<file path="config.mk">
export PLATFORM = sky130hd
export DESIGN_NAME = punch_lane_engine
export DESIGN_NICKNAME = d
export VERILOG_FILES = /design/src/rtl/punch_lane_engine_pkg.sv /design/src/rtl/punch_lane_engine_lane_queue.sv /design/src/rtl/punch_lane_engine.sv
export SDC_FILE = /design/constraint.sdc
export NUM_CORES = 1
export LEC_CHECK = 0
export CAP_MARGIN = 30
export CORE_MARGIN = 5
export CORE_UTILIZATION = 56
export DETAILED_ROUTE_END_ITERATION = 7
export GPL_TIMING_DRIVEN = 0
export PLACE_DENSITY = 0.76
export SLEW_MARGIN = 5
export SYNTH_ARGS = -nofsm -noshare
export SYNTH_HDL_FRONTEND = slang
export SYNTH_SLANG_ARGS = --single-unit
</file>
<file path="constraint.sdc">
create_clock -name clk -period 10.1 [get_ports clk]
set_input_delay 2.525 -clock clk [delete_from_list [all_inputs] [get_ports clk]]
set_output_delay 2.525 -clock clk [all_outputs]
set_load 0.005 [all_outputs]
</file>
<file path="src/rtl/punch_lane_engine_pkg.sv">
// Shared types for the punch lane engine: FSM states, queue slot layout, lane colours.
package punch_lane_engine_pkg;

  localparam int unsigned LaneW = 2;

  typedef enum logic [1:0] {StIdle, StFill, StPlay, StOver} state_e;

  typedef struct packed {
    logic             valid;
    logic [LaneW-1:0] lane;
  } slot_t;

  // {r, g, b} for each lane
  function automatic logic [2:0] lane_rgb(input logic [LaneW-1:0] lane);
    logic [2:0] rgb;
    unique case (lane)
      2'd0:    rgb = 3'b110;
      2'd1:    rgb = 3'b001;
      2'd2:    rgb = 3'b010;
      default: rgb = 3'b101;
    endcase
    return rgb;
  endfunction

endpackage

</file>
<file path="src/rtl/punch_lane_engine_lane_queue.sv">
// Monster queue: SLOTS-entry shift register, slot 0 is the front, new entries enter at the tail.
module lane_queue
  import punch_lane_engine_pkg::*;
#(
  parameter int unsigned SLOTS = 6
) (
  input  logic                  clk,
  input  logic                  rst,
  input  logic                  clear,
  input  logic                  shift,
  input  logic                  wr_en,
  input  slot_t                 wr_slot,
  output slot_t [SLOTS-1:0]     slots
);

  slot_t [SLOTS-1:0] slots_q;

  always_ff @(posedge clk or posedge rst) begin
    if (rst) begin
      slots_q <= '0;
    end else if (clear) begin
      slots_q <= '0;
    end else if (shift) begin
      for (int unsigned i = 0; i < SLOTS - 1; i++) begin
        slots_q[i] <= slots_q[i+1];
      end
      // A shift empties the tail unless a value is written in the same cycle
      slots_q[SLOTS-1] <= wr_en ? wr_slot : '0;
    end else if (wr_en) begin
      slots_q[SLOTS-1] <= wr_slot;
    end
  end

  assign slots = slots_q;

endmodule

</file>
<file path="src/rtl/punch_lane_engine.sv">
// N-lane punch game core: queue fill/refill handshake, hit/miss scoring, timeout speed-up
// and registered HUB75 pixel lookup.
module punch_lane_engine
  import punch_lane_engine_pkg::*;
#(
  parameter int unsigned LANES        = 3,
  parameter int unsigned SLOTS        = 6,
  parameter int unsigned SLOT_W       = 10,
  parameter int unsigned ROWS         = 32,
  parameter int unsigned LIVES        = 3,
  parameter int unsigned TIMEOUT0     = 50000000,
  parameter int unsigned TIMEOUT_MIN  = 10000000,
  parameter int unsigned TIMEOUT_STEP = 1000000,
  parameter int unsigned SCORE_W      = 10
) (
  input  logic                              clk,
  input  logic                              rst,
  input  logic                              start,
  input  logic [LANES-1:0]                  btn,
  input  logic [1:0]                        rand_lane,
  input  logic                              rand_valid,
  output logic                              rand_req,
  input  logic [$clog2(ROWS/2)-1:0]         row,
  input  logic [$clog2(SLOTS*SLOT_W)-1:0]   col,
  output logic                              r0,
  output logic                              g0,
  output logic                              b0,
  output logic                              r1,
  output logic                              g1,
  output logic                              b1,
  output logic [SCORE_W-1:0]                score,
  output logic [$clog2(LIVES+1)-1:0]        lives,
  output logic                              gameover,
  output logic                              hit_pulse,
  output logic                              miss_pulse
);

  localparam int unsigned LivesW = $clog2(LIVES + 1);
  localparam int unsigned TimerW = $clog2(TIMEOUT0 + 1);
  localparam int unsigned CntW   = $clog2(SLOTS + 1);
  localparam int unsigned Band   = ROWS / LANES;
  localparam int unsigned Half   = ROWS / 2;

  state_e              state_q, state_d;
  slot_t [SLOTS-1:0]   slots;
  slot_t               front, wr_slot, sel;
  logic [SCORE_W-1:0]  score_q, score_d;
  logic [LivesW-1:0]   lives_q, lives_d;
  logic [TimerW-1:0]   cur_timeout_q, cur_timeout_d, timer_q, timer_d, next_to;
  logic [CntW-1:0]     fill_cnt_q, fill_cnt_d;
  logic [LANES-1:0]    btn_q, edges;
  logic                pending_q, pending_d, hit_q, miss_q;
  logic [5:0]          pix_q, pix_d;
  logic                start_game, xfer, fill_xfer, fill_last, play_active, hit_match;
  logic                do_hit, do_wrong, do_miss, do_gap, shift;

  assign front       = slots[0];
  assign edges       = btn & ~btn_q;
  assign xfer        = rand_req & rand_valid;
  assign start_game  = start && (state_q == StIdle || state_q == StOver);
  assign fill_xfer   = (state_q == StFill) && xfer;
  assign fill_last   = fill_xfer && (fill_cnt_q == CntW'(SLOTS - 1));
  // Gameplay decisions are frozen while a refill is outstanding or once lives are exhausted
  assign play_active = (state_q == StPlay) && (lives_q != '0) && !pending_q;
  assign hit_match   = edges == (LANES'(1) << front.lane);
  assign do_hit      = play_active && front.valid && (edges != '0) && hit_match;
  assign do_wrong    = play_active && front.valid && (edges != '0) && !hit_match;
  assign do_miss     = play_active && front.valid && (edges == '0) && (timer_q == '0);
  assign do_gap      = play_active && !front.valid;
  assign shift       = fill_xfer || do_hit || do_miss || do_gap;
  assign wr_slot     = '{valid: 32'(rand_lane) < LANES, lane: rand_lane};

  assign next_to = (32'(cur_timeout_q) >= TIMEOUT_MIN + TIMEOUT_STEP) ?
                   TimerW'(32'(cur_timeout_q) - TIMEOUT_STEP) : TimerW'(TIMEOUT_MIN);

  lane_queue #(
    .SLOTS(SLOTS)
  ) u_queue (
    .clk     (clk),
    .rst     (rst),
    .clear   (start_game),
    .shift   (shift),
    .wr_en   (xfer),
    .wr_slot (wr_slot),
    .slots   (slots)
  );

  always_ff @(posedge clk or posedge rst) begin
    if (rst) state_q <= StIdle;
    else     state_q <= state_d;
  end

  always_comb begin
    state_d = state_q;
    unique case (state_q)
      StIdle:  if (start) state_d = StFill;
      StFill:  if (fill_last) state_d = StPlay;
      StPlay:  if (lives_q == '0) state_d = StOver;
      StOver:  if (start) state_d = StFill;
      default: state_d = StIdle;
    endcase
  end

  always_comb begin
    rand_req = 1'b0;
    gameover = 1'b0;
    unique case (state_q)
      StFill:  rand_req = 1'b1;
      StPlay:  rand_req = pending_q;
      StOver:  gameover = 1'b1;
      default: ;
    endcase
  end

  always_comb begin
    score_d       = score_q;
    lives_d       = lives_q;
    cur_timeout_d = cur_timeout_q;
    timer_d       = timer_q;
    fill_cnt_d    = fill_cnt_q;
    pending_d     = pending_q;
    if (start_game) begin
      score_d       = '0;
      lives_d       = LivesW'(LIVES);
      cur_timeout_d = TimerW'(TIMEOUT0);
      fill_cnt_d    = '0;
      pending_d     = 1'b0;
    end
    if (fill_xfer) fill_cnt_d = fill_cnt_q + CntW'(1);
    if ((state_q == StPlay) && xfer) pending_d = 1'b0;
    if (do_hit || do_miss || do_gap) pending_d = 1'b1;
    if (do_hit && (score_q != '1)) score_d = score_q + SCORE_W'(1);
    if (do_hit) cur_timeout_d = next_to;
    if (do_wrong || do_miss) lives_d = lives_q - LivesW'(1);
    // A press in the expiry cycle wins, so a wrong press leaves the timer at 0 to expire next
    if (fill_last)                timer_d = cur_timeout_q;
    else if (do_hit)              timer_d = next_to;
    else if (do_miss || do_gap)   timer_d = cur_timeout_q;
    else if (play_active && (timer_q != '0)) timer_d = timer_q - TimerW'(1);
  end

  always_ff @(posedge clk or posedge rst) begin
    if (rst) begin
      score_q       <= '0;
      lives_q       <= LivesW'(LIVES);
      cur_timeout_q <= TimerW'(TIMEOUT0);
      timer_q       <= '0;
      fill_cnt_q    <= '0;
      pending_q     <= 1'b0;
      btn_q         <= '0;
      hit_q         <= 1'b0;
      miss_q        <= 1'b0;
      pix_q         <= '0;
    end else begin
      score_q       <= score_d;
      lives_q       <= lives_d;
      cur_timeout_q <= cur_timeout_d;
      timer_q       <= timer_d;
      fill_cnt_q    <= fill_cnt_d;
      pending_q     <= pending_d;
      btn_q         <= btn;
      hit_q         <= do_hit;
      miss_q        <= do_wrong || do_miss;
      pix_q         <= pix_d;
    end
  end

  function automatic logic row_lit(input int unsigned p, input slot_t s);
    int unsigned off;
    off = p % Band;
    return s.valid && (p < LANES * Band) && (32'(s.lane) == p / Band) &&
           (off >= 1) && (off <= Band - 2);
  endfunction

  always_comb begin
    int unsigned slot_idx, xo;
    logic        x_ok;
    slot_idx = 32'(col) / SLOT_W;
    xo       = 32'(col) % SLOT_W;
    x_ok     = (xo >= 1) && (xo <= SLOT_W - 2);
    sel      = '0;
    for (int unsigned i = 0; i < SLOTS; i++) begin
      if (slot_idx == i) sel = slots[i];
    end
    pix_d = '0;
    if (x_ok && (state_q != StOver)) begin
      if (row_lit(32'(row), sel))        pix_d[5:3] = lane_rgb(sel.lane);
      if (row_lit(32'(row) + Half, sel)) pix_d[2:0] = lane_rgb(sel.lane);
    end
  end

  assign {r0, g0, b0, r1, g1, b1} = pix_q;
  assign score      = score_q;
  assign lives      = lives_q;
  assign hit_pulse  = hit_q;
  assign miss_pulse = miss_q;

endmodule
</file>
==> reports/results.txt, run 1 <==
largest net degree at the start of global routing = 68
register area share after synthesis = 37.9%
max-cap violation count = 0
residual DRC count = 0
PwrDens = 201 nW/µm²
H-Tree Depth = 3
TritonCTS buffer count = 9
Mapped Area = 6590 µm²
via count = 6321
initial antenna violation count = 0
Max Used Layer = met4
Min Clock Period, post-route = 6.36 ns
Clock Sinks = 99
synth unique cells = 87
ys async rst share = 100%
fmax = 157 MHz
CTS tree = done
cells after synthesis = 791
final hold violation count = 0
R2R Path End = timer_q[19]
CP cell instances = clkdlybuf4s50_1 -> clkbuf_1 -> inv_1 -> ha_1 -> nor3_1 -> a21boi_0 -> a21oi_1 -> ha_1 -> nand2_1 -> o21ba_2 -> nor2_1 -> xnor2_1 -> o221ai_1 -> or4b_4 -> nor2_1
postcts setup bufs = 0
final period utilization = 63.0%
WL met1 = 7830 µm
Setup Viol. Count Final = 0
DR vias/cell = 6.38
DIE WIDTH = 118 µm
hold path depth = 2
placed cell count = 974
VDD IR max = 0.000177 V
EDFF count, synth = 0
CTS max path bufs = 2
Pre-Repair DR Iteration Count = 6
post_cts resized = 0
number of global-route vias before repair = 6022
hold bufs inserted after CTS = 0
CP Capture Type = flip-flop
Starting Density = 57.4%
cell taking the most area after synthesis = dfrtp_1
unrepaired setup endpoints after global routing = false
Max stage delay on crit path = 0.53 ns
Core Util, Final = 65.2%
share of cells above drive strength 1 = 8.74%
cell family with most CP delay = simple AND/OR/NAND/NOR gates
CP startpoint = row[1]
Setup TNS = 0 ns
CTS Root Cell = clkbuf_16
CP Data Required Time = 10.39 ns
R2R setup slack = 6.36 ns
CP max FO = 10
GRT Total Usage = 25.9%
Min-Delay Path Class = flip-flop to flip-flop
Synth-to-Final Area Change = 13.6%
# diodes = 0
Total Routed Length = 18200 µm
Max Slew Vio Count = 0
outcome = finished clean
wire per inst = 18.4 µm
FF-to-FF Start = lives[0]
slew at the pin with the worst max-slew slack = 0.922 ns
Synth area leaders = dfrtp_1 32%, dfstp_2 5.6%, nand2_1 5.6%
Post-Place Worst Slack = 3.41 ns
nets = 883
HP Start = cur_timeout_q[5]
Bufs and invs on worst path = 3
critical path's slowest cell = clkdlybuf4s50_1
Port-buffer cells = 39
register bit total from synthesis = 99
Routed Antenna Nets = 0
drt initial violations = 570
Slew Limit Headroom = 38.4%
Main synth FF type = dfrtp_1
setup ws final = 3.74 ns
global route overflow = 0
Synth Area per Inst = 8.32 µm²
leakage = 0.00305 µW
Hold EP = timer_q[5]
Syn Nets = 832
Worst-path clk slew = 0.07 ns
kind of critical path = input pin to flip-flop
yosys warns = 0
DP HPWL = 13400 µm
Die ar. = 14000 µm²
Rows = 39
Non-Filler Instances = 990
Critical Path AT = 6.65 ns
Core ar. = 11500 µm²
Die Span Y = 118 µm
clock skew = 0.00763 ns
met2 routed WL = 8810 µm
Critical Path Start Type = input pin
first-pass GRT wire length = 30100 µm
Synth top area share = 32.3%
IO Pins = 41
R2R depth = 10
global placer's final weighted congestion = 0.958
clk_lat worst skew = 0.36 ns
met3 WL = 1210 µm
==> area by class of cell <==
| cell class | count | area (µm²) |
|---|---|---|
| sequential | 99 | 2490 |
| timing repair buffer | 40 | 418 |
| clock inverter | 5 | 61.3 |
| fill | 977 | 3990 |
| buffer | 40 | 194 |
| clock buffer | 11 | 233 |
| multi-input combinational | 625 | 3790 |
| tap | 143 | 179 |
| inverter | 27 | 104 |
==> flip-flops by register name (all words and copies together) (netlist names) <==
signal and flops:
miss_pulse 1, cur_timeout_q 26, btn_q 3, state_q 2, fill_cnt_q 3, pix_q 6
u_queue.slots 18, score 10, timer_q 26, lives 2, pending_q 1, hit_pulse 1
==> power breakdown <==
part / total, µW / switching (µW) / internal [µW]
Combinational: 616 / 394 / 222
Sequential: 536 / 70.9 / 465
Clock: 353 / 158 / 194
Total: 1500 / 623 / 881
==> how the worst max path moves through the flow <==
stage,end,slack [ns],cells after the start
after global placement,cur_timeout_q[4],3.48,2
final,pix_q[2],3.74,15
after global routing,pix_q[1],3.46,15
after CTS,pix_q[1],3.77,15
after detailed placement,pix_q[1],3.41,15
after floorplan,pix_q[1],4.54,14
==> layer usage <==
| metal | track usage, % | vias up |
|---|---|---|
| li1 | - | 2969 |
| met1 | 34.6 | 3080 |
| met2 | 42.4 | 243 |
| met3 | 5.78 | 29 |
| met4 | 7.65 | 0 |
| met5 | 0 | - |
==> cells by family after synthesis <==
family,synth area share (%)
XOR/XNOR,2.93
flip-flops,37.9
adder cells (fa/ha/maj),4.18
AND/OR/NAND/NOR,23.8
multiplexers,1.41
AO/OA/AOI/OAI,25.3
buffers and inverters,4.48
==> cell usage after synthesis (4+ instances only) <==
master and n:
dfstp_2 14, buf_4 4, nand3_1 23, a22o_1 4, mux2i_1 7, or4_1 6, xnor2_1 13, a21oi_1 67
a221oi_1 4, o21ai_0 71, xor2_1 9, o211ai_1 4, and2_1 6, buf_2 11, o22ai_1 11, a22oi_1 6
ha_1 22, inv_1 26, o32ai_1 5, a31oi_1 7, nand4_1 5, nand3b_1 4, nand2_1 98, nor2b_1 19
nor4_1 7, nor3_1 24, dfrtp_1 85, clkbuf_1 23, o31ai_1 4, o21ai_1 8, a211oi_1 7, or3_1 5
nand2b_1 13, o21a_1 8, and3_1 8, nor2_1 76
==> metrics by stage <==
| step | hold slack (ns) | cell area, µm² | power [µW] |
|---|---|---|---|
| 6_report | 0.511 | 7480 | 1500 |
| 5_1_grt | 0.530 | 7480 | 1600 |
| 4_1_cts | 0.515 | 7480 | 1500 |
| 3_5_place_dp | 0.500 | 7180 | 1140 |
| 3_3_place_gp | 0.479 | 7150 | 1120 |
| 2_1_floorplan | 0.442 | 6590 | 960 |
==> worst reg2reg max path, cell delays in order (launching register included) <==
cell	delay, ns
dfstp_2	0.56
inv_1	0.05
ha_1	0.19
nor2b_1	0.21
nor2b_1	0.49
o311ai_2	0.42
nor2_1	0.62
clkbuf_1	0.53
o21ai_0	0.31
o21ai_0	0.14
a21oi_1	0.08
==> layout by cell type (no fill, tap or decap), types with 8 or more instances in the layout <==
master           count
nand2_1             98
dfrtp_1             85
nor2_1              76
o21ai_0             71
a21oi_1             67
clkdlybuf4s50_1     39
clkbuf_1            25
inv_1               25
nor3_1              24
nand3_1             23
ha_1                22
nor2b_1             19
dfstp_2             14
nand2b_1            13
xnor2_1             13
buf_2               11
o22ai_1             11
xor2_1               9
clkbuf_16            9
o21a_1               8
and3_1               8
o21ai_1              8
No activity file was read; power rests on OpenSTA's default activity.
==> run 2, diff against run 1 <==
--- a/config.mk
+++ b/config.mk
@@ -7,10 +7,10 @@
 export LEC_CHECK = 0
 export CAP_MARGIN = 30
 export CORE_MARGIN = 5
-export CORE_UTILIZATION = 56
+export CORE_UTILIZATION = 55
 export DETAILED_ROUTE_END_ITERATION = 7
 export GPL_TIMING_DRIVEN = 0
-export PLACE_DENSITY = 0.76
+export PLACE_DENSITY = 0.78
 export SLEW_MARGIN = 5
 export SYNTH_ARGS = -nofsm -noshare
 export SYNTH_HDL_FRONTEND = slang
==> constraint.sdc (replaced) <==
create_clock -name clk -period 5.8 [get_ports clk]
set_input_delay 1.45 -clock clk [delete_from_list [all_inputs] [get_ports clk]]
set_output_delay 1.45 -clock clk [all_outputs]
set_load 0.005 [all_outputs]
==> run 2 against run 1 <==
Combinational power is 75% higher. Cell count is 0.40% higher. Critical endpoint is now pix_q[1]. Via count is 1.5% higher.
==> reports/results.txt, run 2 (synthesized netlist as in run 1, its figures left out) <==
Port-buffer cells = 39
Total Routed Length = 18200 µm
share of cells above drive strength 1 = 8.97%
final hold violation count = 0
CTS max path bufs = 2
final-layout fill cell count = 1003
Min-Delay Path Class = flip-flop to flip-flop
PwrDens = 353 nW/µm²
Core ar. = 11900 µm²
first-pass GRT wire length = 30200 µm
CP endpoint = pix_q[1]
hold bufs inserted after CTS = 0
clock skew = 0.00822 ns
commonest non-fill, non-tap cell in the layout = nand2_1
wire per inst = 18.4 µm
Slew Limit Headroom = 40.1%
DIE WIDTH = 119 µm
TritonCTS buffer count = 9
Die ar. = 14300 µm²
Min Clock Period, post-route = 5.51 ns
Reg area = 2490 µm²
nets = 883
R2R Path End = timer_q[19]
outcome = finished clean
Routed Antenna Nets = 0
Max Slew Vio Count = 0
global route overflow = 0
residual DRC count = 0
DR vias/cell = 6.45
CP max FO = 10
H-Tree Depth = 3
leakage = 0.00306 µW
Starting Density = 55.5%
Setup TNS = 0 ns
post_cts resized = 0
kind of critical path = input pin to flip-flop
Worst-path clk slew = 0.07 ns
Critical Path AT = 5.79 ns
Critical Path Start Type = input pin
global placer's final weighted congestion = 0.966
number of global-route vias before repair = 6129
via count = 6414
Clock Sinks = 99
VDD IR max = 0.000316 V
IO Pins = 41
postcts setup bufs = 0
max-cap violation count = 0
largest net degree at the start of global routing = 55
CTS Root Cell = clkbuf_16
initial antenna violation count = 0
slew at the pin with the worst max-slew slack = 0.897 ns
final period utilization = 95.0%
# diodes = 0
fmax = 182 MHz
CP startpoint = row[1]
Rows = 40
CP Data Required Time = 6.08 ns
clk_lat worst skew = 0.35 ns
Die Span Y = 119 µm
Pre-Repair DR Iteration Count = 7
GRT Total Usage = 25.9%
CP Capture Type = flip-flop
Setup Viol. Count Final = 0
area of the multi-input gates = 3790 µm²
R2R depth = 10
R2R setup slack = 2.12 ns
unrepaired setup endpoints after global routing = false
DP HPWL = 12900 µm
Synth-to-Final Area Change = 14.0%
commonest cells after routing, fill and taps aside = 98 x nand2_1, 85 x dfrtp_1, 76 x nor2_1
FF-to-FF Start = lives[0]
Core Util, Final = 63.3%
CTS tree = done
drt initial violations = 798
## run 2: layout make-up
class / instances / area share [%]
Timing Repair Buffer: 40 / 5.57
Clock inverter: 6 / 1.05
Inverter: 27 / 1.38
Sequential cell: 99 / 33.2
Buffer: 40 / 2.58
Tap cell: 147 / 2.45
Clock buffer: 10 / 3.18
Multi-Input combinational cell: 625 / 50.6
## run 2: power breakdown
| group | internal [µW] | leakage (µW) | total, µW | switching [µW] |
|---|---|---|---|---|
| sequential | 809 | 0.00126 | 933 | 124 |
| combinational | 387 | 0.00164 | 1080 | 691 |
| clock | 356 | 0.000157 | 638 | 283 |
| total | 1550 | 0.00306 | 2650 | 1100 |
## run 2: metal layers
layer	global-route usage, %	vias up	wire length [µm]
li1	-	2978	-
met1	34.4	3064	7620
met2	41.7	314	8660
met3	5.41	58	1440
met4	9.38	0	525
met5	0	-	0
## run 2: through the flow
step / instances / instance area [µm²] / setup WS [ns] / total power, µW / hold slack (ns)
after floorplan: 791 / 6590 / 1.31 / 1670 / 0.442
after global placement: 977 / 7160 / 0.310 / 1940 / 0.466
after detailed placement: 978 / 7190 / 0.150 / 1990 / 0.479
after CTS: 994 / 7510 / 0.406 / 2640 / 0.498
after global routing: 994 / 7510 / 0.0928 / 2820 / 0.521
final: 994 / 7510 / 0.293 / 2650 / 0.503
## run 2: critical path, stage by stage
cell             delay, ns
clkdlybuf4s50_1       0.55
clkbuf_1              0.38
inv_1                 0.20
ha_1                  0.26
nor3_1                0.59
a21boi_0              0.47
a21oi_1               0.17
ha_1                  0.31
nand2_1               0.07
o21ba_2               0.22
nor2_1                0.12
xnor2_1               0.15
o221ai_1              0.17
or4b_4                0.54
nor2b_1               0.13
## run 2: how the worst min path moves through the flow
stage,cells after the start,start,endpoint
3_5_place_dp,2,cur_timeout_q[2],timer_q[2]
2_1_floorplan,2,cur_timeout_q[2],timer_q[2]
6_report,1,cur_timeout_q[3],cur_timeout_q[3]
4_1_cts,2,cur_timeout_q[2],timer_q[2]
3_3_place_gp,2,cur_timeout_q[2],timer_q[2]
5_1_grt,1,cur_timeout_q[3],cur_timeout_q[3]
==> run 3, diff against run 2 <==
--- a/config.mk
+++ b/config.mk
@@ -7,10 +7,9 @@
 export LEC_CHECK = 0
 export CAP_MARGIN = 30
 export CORE_MARGIN = 5
-export CORE_UTILIZATION = 55
+export CORE_UTILIZATION = 25
 export DETAILED_ROUTE_END_ITERATION = 7
 export GPL_TIMING_DRIVEN = 0
-export PLACE_DENSITY = 0.78
 export SLEW_MARGIN = 5
 export SYNTH_ARGS = -nofsm -noshare
 export SYNTH_HDL_FRONTEND = slang
==> run 3 against run 2 <==
Sequential power down 0.4%. Largest cell class unchanged. Sequential cell count unchanged. Sequential share of layout area down 0.98 points. Die area up 110%. Worst setup slack better by 0.21 ns.
==> reports/results.txt, run 3 (synthesized netlist as in run 1, its figures left out) <==
outcome = finished clean
CTS max path bufs = 2
critical path's slowest cell = clkdlybuf4s50_1
Min Clock Period, post-route = 5.30 ns
Synth-to-Final Area Change = 17.5%
DP HPWL = 13800 µm
Max Slew Vio Count = 0
placed cell count = 1166
Pre-Repair DR Iteration Count = 5
Non-Filler Instances = 1182
wire per inst = 16.1 µm
commonest non-fill, non-tap cell in the layout = nand2_1
Worst-path clk slew = 0.07 ns
Die Span Y = 172 µm
kind of critical path = input pin to flip-flop
fmax = 189 MHz
Die ar. = 29700 µm²
Most common cell on crit path = ha_1
Total Routed Length = 19000 µm
PwrDens = 343 nW/µm²
CTS Root Cell = clkbuf_16
CP max FO = 10
Routed Antenna Nets = 0
WHS = 0.477 ns
cell family with most CP delay = simple AND/OR/NAND/NOR gates
Setup Viol. Count Final = 0
Port-buffer cells = 39
CP Capture Type = flip-flop
TritonCTS buffer count = 9
slew at the pin with the worst max-slew slack = 0.946 ns
first-pass GRT wire length = 31200 µm
Core ar. = 26000 µm²
DIE WIDTH = 172 µm
nets = 883
Starting Density = 25.3%
global route overflow = 0
CP startpoint = row[1]
Critical Path Start Type = input pin
max-cap violation count = 0
# diodes = 0
Max stage delay on crit path = 0.54 ns
Rows = 59
Critical Path AT = 5.58 ns
IO Pins = 41
VDD IR max = 0.000198 V
final hold violation count = 0
initial antenna violation count = 0
commonest cells after routing, fill and taps aside = 98 x nand2_1, 85 x dfrtp_1, 76 x nor2_1
CP Data Required Time = 6.08 ns
CP cell instances = clkdlybuf4s50_1 -> clkbuf_1 -> inv_1 -> ha_1 -> nor3_1 -> a21boi_0 -> a21oi_1 -> ha_1 -> nand2_1 -> o21ba_2 -> nor2_1 -> xnor2_1 -> o221ai_1 -> or4b_4 -> nor3_2
Min-Delay Path Class = flip-flop to flip-flop
drt initial violations = 538
HP Start = cur_timeout_q[4]
share of cells above drive strength 1 = 8.97%
global placer's final weighted congestion = 0.875
via count = 6277
residual DRC count = 0
FF-to-FF Start = lives[0]
clk_lat worst skew = 0.36 ns
final period utilization = 91.4%
clock skew = 0.0121 ns
GRT Total Usage = 13.0%
H-Tree Depth = 3
postcts setup bufs = 0
number of global-route vias before repair = 5937
leakage = 0.00306 µW
Slew Limit Headroom = 36.8%
unrepaired setup endpoints after global routing = false
Clock Sinks = 99
largest net degree at the start of global routing = 64
DR vias/cell = 5.31
CTS tree = done
post_cts resized = 0
Bufs and invs on worst path = 3
hold bufs inserted after CTS = 0
run 3: cell types whose count changed in the layout (fill, tap and decap cells not counted):
cell / previous run / this run
inv_8: 2 / 0
buf_12: 0 / 1
buf_16: 1 / 0
clkinv_2: 0 / 3
inv_6: 1 / 0
clkbuf_8: 1 / 0
bufinv_16: 1 / 2
run 3: worst min-delay path, delay by kind of cell, from the launching register on:
family | cells | cell delay [ns]
AOI/OAI and AO/OA | 1 | 0.06
DFF | 1 | 0.34
and+or+nand+nor | 1 | 0.05
run 3: cell type report:
cell class / count / area [µm²]
buffer: 40 / 194
clock buffer: 9 / 225
clock inverter: 7 / 92.6
fill: 2812 / 18300
inverter: 27 / 104
multi-input combinational: 625 / 3790
sequential: 99 / 2490
tap: 335 / 419
timing repair buffer: 40 / 410
run 3: per-layer routing:
| metal | up-vias | part of all wire (%) | global-route usage, % | routed length, µm |
|---|---|---|---|---|
| li1 | 2979 | - | - | - |
| met1 | 3066 | 46 | 18.0 | 8850 |
| met2 | 202 | 47 | 20.6 | 8890 |
| met3 | 30 | 5.0 | 1.90 | 948 |
| met4 | 0 | 1.9 | 4.78 | 361 |
| met5 | - | 0 | 0 | 0 |
run 3: metrics by stage:
step	util [%]	total power [µW]	area, µm²	TNS (ns)	setup WS (ns)
2_1_floorplan	-	1670	6590	0	1.31
3_3_place_gp	28.5	1980	7390	-2.19	-0.0340
3_5_place_dp	28.5	2000	7420	0	0.247
4_1_cts	29.8	2660	7730	0	0.607
5_1_grt	29.8	2830	7730	0	0.268
6_report	29.8	2660	7730	0	0.500
run 3: report_power, final:
part | leakage (µW) | internal (µW) | total [µW] | switching (µW)
logic | 0.00164 | 385 | 1070 | 685
clock network | 0.000159 | 378 | 656 | 279
registers | 0.00126 | 809 | 929 | 120
run 3: path summary, 6_finish.rpt:
check                      slack, ns  depth (start not counted)                 to
setup / recovery                0.50                         15           pix_q[0]
hold / removal                  0.48                          2         timer_q[4]
setup reg to reg                1.93                         10        timer_q[19]
hold reg to reg                 0.48                          2         timer_q[4]
max in group asynchronous       3.42                          3  cur_timeout_q[12]
min in group asynchronous       1.62                          2           pix_q[3]
